$ cat config.mk
export PLATFORM = sky130hd
export DESIGN_NAME = escaneo_display_digitos
export DESIGN_NICKNAME = d
export VERILOG_FILES = /design/src/rtl/escaneo_display_digitos.sv
export SDC_FILE = /design/constraint.sdc
export NUM_CORES = 1
export LEC_CHECK = 0
export ABC_AREA = 1
export CAP_MARGIN = 30
export CORE_MARGIN = 2
export CORE_UTILIZATION = 35
export CTS_CLUSTER_DIAMETER = 150
export CTS_CLUSTER_SIZE = 14
export DETAILED_ROUTE_END_ITERATION = 8
export SYNTH_ARGS = -nofsm -noshare
export SYNTH_HDL_FRONTEND = slang
export SYNTH_SLANG_ARGS = --single-unit
$ cat constraint.sdc
create_clock -name clock -period 4.9 [get_ports clock]
set_clock_uncertainty 0.1 [all_clocks]
set_input_delay 1.225 -clock clock [delete_from_list [all_inputs] [get_ports clock]]
set_output_delay 1.225 -clock clock [all_outputs]
set_load 0.02 [all_outputs]
$ cat src/rtl/escaneo_display_digitos.sv
// escaneo_display_digitos: freezes the operand digit bus once per frame and scans it onto a
// common-anode 7-segment display, with optional leading-zero blanking.
module escaneo_display_digitos #(
  parameter int N_DIGITS = 10,
  parameter int PRESCALE = 50000
) (
  input  logic                        clock,
  input  logic                        reset,
  input  logic [4*N_DIGITS-1:0]       digitos,
  input  logic                        blank_zeros,
  output logic [N_DIGITS-1:0]         an,
  output logic [6:0]                  seg,
  output logic [$clog2(N_DIGITS)-1:0] digit_idx,
  output logic                        frame_done
);
  localparam int IW = $clog2(N_DIGITS);
  localparam int CW = PRESCALE > 1 ? $clog2(PRESCALE) : 1;
  logic [CW-1:0] cnt;
  logic [IW-1:0] idx, top;
  logic [4*N_DIGITS-1:0] snap;
  logic tick, wrap, blank;
  function automatic logic [6:0] decode(input logic [3:0] d);
    case (d)
      4'h0: decode = 7'b1000000;
      4'h1: decode = 7'b1111001;
      4'h2: decode = 7'b0100100;
      4'h3: decode = 7'b0110000;
      4'h4: decode = 7'b0011001;
      4'h5: decode = 7'b0010010;
      4'h6: decode = 7'b0000010;
      4'h7: decode = 7'b1111000;
      4'h8: decode = 7'b0000000;
      4'h9: decode = 7'b0010000;
      4'hA: decode = 7'b0001000;
      4'hB: decode = 7'b0000011;
      4'hC: decode = 7'b1000110;
      4'hD: decode = 7'b0100001;
      4'hE: decode = 7'b0000110;
      default: decode = 7'b0001110;
    endcase
  endfunction
  // highest non-zero digit of the frozen frame; digit 0 is always shown
  always_comb begin
    top = '0;
    for (int i = 0; i < N_DIGITS; i++)
      if (snap[4*i +: 4] != 4'd0) top = IW'(i);
  end
  assign tick      = cnt == CW'(PRESCALE - 1);
  assign wrap      = tick && idx == IW'(N_DIGITS - 1);
  assign blank     = blank_zeros && idx > top;
  assign digit_idx = idx;
  always_ff @(posedge clock or negedge reset) begin
    if (!reset) begin
      cnt        <= '0;
      idx        <= '0;
      snap       <= '0;
      an         <= '1;
      seg        <= 7'b1111111;
      frame_done <= 1'b0;
    end else begin
      cnt        <= tick ? '0 : cnt + 1'b1;
      idx        <= wrap ? '0 : tick ? idx + 1'b1 : idx;
      snap       <= wrap ? digitos : snap;
      frame_done <= wrap;
      an         <= blank ? '1 : ~(N_DIGITS'(1) << idx);
      seg        <= blank ? 7'b1111111 : decode(snap[4*idx +: 4]);
    end
  end
endmodule

==> results.toml, run 1 <==
[outcome]
run_status = "finished, final reports clean"

[cts]
postCtsSetupRepairBufs = 0
worstSkewPairLatency_ns = 0.34
cts_tree = "done"
max-clock-path-buffers = 2
cts.repair.resized = 0
root_buffer = "sky130_fd_sc_hd__clkbuf_16"
cts_buffers = 9
clock-sinks = 78
clock_tree.htree_level_count = 3
cts.hold.buffers_added = 0
worst_setup_hold_path_clk_slew_ns = 0.06

[synthesis]
ys_seq_elements = 78
synth-adder-area-share_pct = 4.92
postSynthCellCount = 514
yosys_warnings = 0
synth-xor-area-share_pct = 1.82
yosysSeqAreaShare_pct = 45.6
mappedNetlistNets = 574
postSynthAreaPerCell_um2 = 8.41
post_synth_mux_area_share_pct = 0
synth_top_family_by_area = "simple AND/OR/NAND/NOR gates"
ys_types = 40
post_synthesis_compound_gate_area_fraction_pct = 7.18
yosys.area_share.simple_pct = 31.9
mappedNetlistArea_um2 = 4320

[global_routing]
grt_pass1_vias = 3592
grt_busiest_layer = "met2"
global_route.usage.met2_pct = 26.6
grt.met3_usage_pct = 4.06
antenna_found_initial = 0
grt.overflow.total = 0
grt.met1_usage_pct = 20.6
largest_net_degree_at_the_start_of_global_routing = 79
grt_pass1_wl_um = 16900
grt_usage_pct = 16.3

[cells_and_area]
commonest_non_fill_non_tap_cell_in_the_layout = "sky130_fd_sc_hd__nand2_1"
final_core_area_utilization_pct = 44.2
area_growth_syn_to_layout_pct = 22.8
multi_input_gate_area_in_the_final_layout_um2 = 1980
drive_above_1_share_pct = 15.8
layout.cells.most_common_list = "sky130_fd_sc_hd__nand2_1, sky130_fd_sc_hd__clkdlybuf4s50_1, sky130_fd_sc_hd__dfrtp_1"
final-seq-area_um2 = 1970
post_layout_nonfiller_instances = 728
number_of_nets_at_the_end_of_the_flow = 636
design_area_um2 = 5310
ant_diodes = 0
nFillCells = 1201

[sta]
fin_ws_ns = 1.48
tightest_slew_ns = 0.983
period_minus_slack_ns = 3.42
drv_slew = 0
timing.max_slew.rel_slack_pct = 34.5
report.final.hold_viol_count = 0
totalNegativeSetupSlack_ns = 0
setup_viol = 0
rsz_0062_raised_after_global_routing = "no"
fmax_mhz = 293
post-route-period-util_pct = 69.8

[floorplanning]
io_pins = 65
initial_core_util_pct = 36.0
floorplan.die_area_um2 = 13300
die-width_um = 115
die-height_um = 115
std_cell_rows = 40
placeableCoreArea_um2 = 12000

[routing]
drt_iter0_drc = 311
totalWireLength_um = 9730
detailed_route_via_count = 3458
drt.antenna.violating_nets = 0
route.detailed.drc = 0
firstDrtPassIters = 4
wire_per_inst_um = 13.4
post_drt_via_cell_ratio = 4.75

[setup_path]
required_time_of_the_critical_path_ns = 3.58
criticalPathCategory = "reg2out"
critical_path.max_fanout = 29
start_kind = "flip-flop"
cpPeakStageDelay_ns = 0.99
critical-path-top-delay-family = "flip-flops"
cp.arrival_ns = 2.09
crit_path_top_delay_cell = "sky130_fd_sc_hd__dfrtp_1"
worstPathCellList = "clkdlybuf4s50_1"
end_kind = "primary output"
critical_path_buf_inv_count = 1

[place]
finalWeightedCongestion = 0.862
place_hpwl_um = 7020
dp_cells = 711
dpl_worst_slack_ns = 1.86
postPlaceCellArea_um2 = 5000
numPortBuffers = 64

[run]
cap_violations = 0

[pwr]
cellPowerDensity_nw_per_um2 = 252
power.leakage_nw = 2.38
irDropWorstVdd_v = 0.000134

[worst_hold_path]
hold_class = "reg2reg"
==> flip-flops by register name, summed over array words and instances, names as in the netlist <==
name	cells
frame_done	1
cnt	16
snap	40
seg	7
digit_idx	4
an	10
==> Yosys cell counts <==
cell | n | share of area, %
sky130_fd_sc_hd__buf_2 | 4 | 0.46
sky130_fd_sc_hd__nor3_1 | 6 | 0.69
sky130_fd_sc_hd__o21ai_0 | 12 | 1.4
sky130_fd_sc_hd__buf_6 | 8 | 2.1
sky130_fd_sc_hd__nand2_4 | 3 | 0.78
sky130_fd_sc_hd__nand2_1 | 169 | 15
sky130_fd_sc_hd__clkinv_2 | 1 | 0.12
sky130_fd_sc_hd__dfrtp_1 | 61 | 35
sky130_fd_sc_hd__xor2_1 | 7 | 1.4
sky130_fd_sc_hd__a21boi_1 | 1 | 0.17
sky130_fd_sc_hd__nor4_2 | 1 | 0.29
sky130_fd_sc_hd__o211ai_1 | 2 | 0.35
sky130_fd_sc_hd__nand3_1 | 35 | 4.1
sky130_fd_sc_hd__inv_2 | 5 | 0.43
sky130_fd_sc_hd__nor3b_1 | 2 | 0.35
sky130_fd_sc_hd__inv_4 | 1 | 0.14
sky130_fd_sc_hd__nor3_4 | 1 | 0.38
sky130_fd_sc_hd__nor4_1 | 9 | 1.3
sky130_fd_sc_hd__buf_12 | 1 | 0.46
sky130_fd_sc_hd__nor2_1 | 31 | 2.7
sky130_fd_sc_hd__nand3_4 | 1 | 0.41
sky130_fd_sc_hd__buf_8 | 1 | 0.35
sky130_fd_sc_hd__nand4_1 | 9 | 1.3
sky130_fd_sc_hd__nand2_2 | 15 | 2.2
sky130_fd_sc_hd__clkinv_4 | 2 | 0.41
sky130_fd_sc_hd__nor2_4 | 4 | 1.0
sky130_fd_sc_hd__and2_1 | 2 | 0.29
sky130_fd_sc_hd__o21ai_1 | 3 | 0.35
sky130_fd_sc_hd__o21ai_2 | 19 | 3.8
sky130_fd_sc_hd__xnor2_1 | 2 | 0.41
sky130_fd_sc_hd__nand3_2 | 4 | 0.93
sky130_fd_sc_hd__nand4_2 | 1 | 0.29
sky130_fd_sc_hd__dfstp_2 | 17 | 10
sky130_fd_sc_hd__o21bai_1 | 1 | 0.17
sky130_fd_sc_hd__nor2_2 | 2 | 0.29
sky130_fd_sc_hd__ha_1 | 17 | 4.9
sky130_fd_sc_hd__o22ai_1 | 1 | 0.14
sky130_fd_sc_hd__a21oi_1 | 5 | 0.58
sky130_fd_sc_hd__inv_1 | 47 | 4.1
sky130_fd_sc_hd__a21o_1 | 1 | 0.17
==> metal layers <==
metal / routed length, um / vias to the layer above
met5: 0 / -
met4: 202 / 0
met3: 484 / 17
met2: 4530 / 85
met1: 4510 / 1590
li1: - / 1766
==> final timing paths <==
check                                    startpoint                    to  slack [ns]  depth (start not counted)
setup / recovery           digit_idx[0]$_DFFE_PN0P_          digit_idx[0]        1.48                          1
setup reg to reg           digit_idx[1]$_DFFE_PN0P_  snap[10]$_DFFE_PN0P_        2.15                          8
min in group asynchronous                     reset      cnt[3]$_DFF_PN0_        0.60                          1
max in group asynchronous                     reset      seg[1]$_DFF_PN1_        3.53                          2
hold / removal                     cnt[0]$_DFF_PN0_      cnt[0]$_DFF_PN0_        0.36                          1
hold reg to reg                    cnt[0]$_DFF_PN0_      cnt[0]$_DFF_PN0_        0.36                          1
==> final cells by class <==
cell class | instances | share of cell area [%]
clock buffers | 15 | 5.23
clock inverters | 1 | 0.0942
flip-flops and latches | 78 | 37.1
repair buffers | 65 | 12.5
well taps | 147 | 3.46
inverters | 56 | 4.22
multi-input cells | 366 | 37.3
==> through the flow <==
step / total power, mW / hold slack (ns)
after floorplan: 0.656 / 0.330
after global placement: 0.705 / 0.344
after detailed placement: 0.705 / 0.356
after CTS: 1.35 / 0.364
after global routing: 1.38 / 0.382
final: 1.34 / 0.359
==> report_power, final <==
group	internal, mW	total, mW	switching, mW	leakage (nW)
clock network	0.385	0.642	0.258	0.140
logic	0.0313	0.0499	0.0186	1.43
registers	0.645	0.645	0	0.807
==> logic make-up (layout without fill, tap and decap cells) <==
| kind of cell | after synthesis | in the layout |
|---|---|---|
| compound gates | 45 | 45 |
| xor+xnor | 9 | 9 |
| fa+ha+maj | 17 | 17 |
| buf+inv | 70 | 137 |
| flops | 78 | 78 |
| simple gates | 295 | 295 |
Power figures use the tool's default switching activity.
==> inputs of run 2 (changes only) <==
Clock period 4.9 ns to 3.1 ns, I/O delays scaled along.
==> run 2 against run 1 <==
Hold slack lost 0.22 ns. Clock power is 60% higher. Clock-buffer cell count decreased by 4. Routed wire length increased by 3.2%. Global-route usage grew 0.33 points. Utilization up 0.19 points. Combinational power is 55% higher. Non-clock buffer count increased by 3. Cell area rose by 0.42%. Sequential power grew 58%. Register-to-register slack got worse by 1.5 ns. Highest routed layer unchanged.
==> results.toml, run 2 (synthesis results as in run 1) <==
[outcome]
run_status = "finished, final reports clean"

[cts]
postCtsSetupRepairBufs = 0
clock-sinks = 78
root_buffer = "sky130_fd_sc_hd__clkbuf_16"
worstSkewPairLatency_ns = 0.35
cts.repair.resized = 0
cts.hold.buffers_added = 0
max-clock-path-buffers = 2
worst_setup_hold_path_clk_slew_ns = 0.06
clock_tree.htree_level_count = 3
cts_tree = "done"
cts_buffers = 9

[sta]
tightest_slew_ns = 0.510
period_minus_slack_ns = 2.56
worst_hold_margin_ns = 0.137
totalNegativeSetupSlack_ns = 0
timing.max_slew.rel_slack_pct = 66.0
rsz_0062_raised_after_global_routing = "no"
fin_ws_ns = 0.539
post-route-period-util_pct = 82.6
report.final.hold_viol_count = 0
drv_slew = 0
fmax_mhz = 391
setup_viol = 0

[global_routing]
grt_usage_pct = 16.6
grt_pass1_wl_um = 17000
largest_net_degree_at_the_start_of_global_routing = 79
grt.overflow.total = 0
grt_pass1_vias = 3585
antenna_found_initial = 0

[cells_and_area]
ant_diodes = 0
biggestRegsByFlops = "snap: 40 flops, cnt: 16 flops, an: 10 flops"
largest-register = "snap"
largest_reg_flops = 40
commonest_non_fill_non_tap_cell_in_the_layout = "sky130_fd_sc_hd__nand2_1"
number_of_nets_at_the_end_of_the_flow = 639
area_growth_syn_to_layout_pct = 23.4
drive_above_1_share_pct = 16.4
layout.cells.most_common_list = "sky130_fd_sc_hd__nand2_1, sky130_fd_sc_hd__clkdlybuf4s50_1, sky130_fd_sc_hd__dfrtp_1"

[pwr]
switchingPower_uw = 437
power.leakage_nw = 2.40
combinationalPowerShare_pct = 3.6
share_clk_of_total_power_pct = 48.3
p_int_mw = 1.69
cellPowerDensity_nw_per_um2 = 398
seq_power_share_pct = 48.0
irDropWorstVdd_v = 0.000232
switching_share_pct = 20.6

[floorplanning]
die-width_um = 115
initial_core_util_pct = 36.0
io_pins = 65
std_cell_rows = 40
placeableCoreArea_um2 = 12000
floorplan.die_area_um2 = 13300
die-height_um = 115

[place]
numPortBuffers = 64
finalWeightedCongestion = 0.866
dpl_worst_slack_ns = 0.596
place_hpwl_um = 7260

[routing]
detailed_route_via_count = 3523
post_drt_via_cell_ratio = 4.82
wire_per_inst_um = 13.7
drt.antenna.violating_nets = 0
totalWireLength_um = 10000
route.detailed.drc = 0
drt_iter0_drc = 156
firstDrtPassIters = 4

[setup_path]
worstPathCellList = "buf_4, clkdlybuf4s50_1"
cp.arrival_ns = 1.69
start_kind = "flip-flop"
critical_path.max_fanout = 28
required_time_of_the_critical_path_ns = 2.22
crit_path_top_delay_cell = "sky130_fd_sc_hd__clkdlybuf4s50_1"
end_kind = "primary output"
criticalPathCategory = "reg2out"
critical_path_buf_inv_count = 2
cpPeakStageDelay_ns = 0.68
critical-path-top-delay-family = "buffers and inverters"

[run]
cap_violations = 0

[worst_hold_path]
hold_class = "in2async"
run 2: cell count changes in the layout (fill, tap and decap cells not counted), sizes merged:
cell    change
clkinv      +3
clkbuf      -4
buf         +3
bufinv      +1
run 2: metrics by stage:
| step | util, % | instance area (um^2) | instances | total power, mW |
|---|---|---|---|---|
| after floorplan | - | 4320 | 514 | 1.04 |
| after global placement | 41.8 | 5020 | 714 | 1.11 |
| after detailed placement | 41.8 | 5020 | 714 | 1.11 |
| after CTS | 44.2 | 5310 | 730 | 2.15 |
| after global routing | 44.4 | 5330 | 731 | 2.20 |
| final | 44.4 | 5330 | 731 | 2.12 |
run 2: area by class of cell:
type	count	area, um^2
Inverter	56	224
Clock inverter	5	50.0
Clock buffer	11	233
Tap cell	147	184
Fill cell	1222	6680
Multi-Input combinational cell	366	1980
Timing Repair Buffer	68	688
Sequential cell	78	1970
run 2: routing by layer:
| metal | vias up | global-route usage [%] | part of all wire [%] |
|---|---|---|---|
| met3 | 19 | 5.27 | 5.2 |
| li1 | 1770 | - | - |
| met4 | 0 | 6.59 | 2.4 |
| met2 | 79 | 26.8 | 48 |
| met1 | 1655 | 20.8 | 45 |
| met5 | - | 0 | 0 |
run 2: power by group through the flow:
stage | Sequential, mW | Combinational, mW | Clock, mW
after floorplan | 1.04 | 0.000269 | 0
after global placement | 1.04 | 0.0744 | 0
after detailed placement | 1.04 | 0.0752 | 0
after CTS | 1.02 | 0.0755 | 1.06
after global routing | 1.02 | 0.0855 | 1.10
final | 1.02 | 0.0774 | 1.03
run 2: path summary, 6_finish.rpt:
path | startpoint | endpoint | slack [ns] | depth (start not counted)
hold / removal | reset | cnt[13]$_DFF_PN0_ | 0.14 | 1
setup reg to reg | snap[35]$_DFFE_PN0P_ | seg[0]$_DFF_PN1_ | 0.61 | 12
hold reg to reg | cnt[0]$_DFF_PN0_ | cnt[0]$_DFF_PN0_ | 0.36 | 1
max in group asynchronous | reset | an[5]$_DFF_PN1_ | 2.18 | 2
setup / recovery | digit_idx[0]$_DFFE_PN0P_ | digit_idx[0] | 0.54 | 2
min in group clock | cnt[0]$_DFF_PN0_ | cnt[0]$_DFF_PN0_ | 0.36 | 1
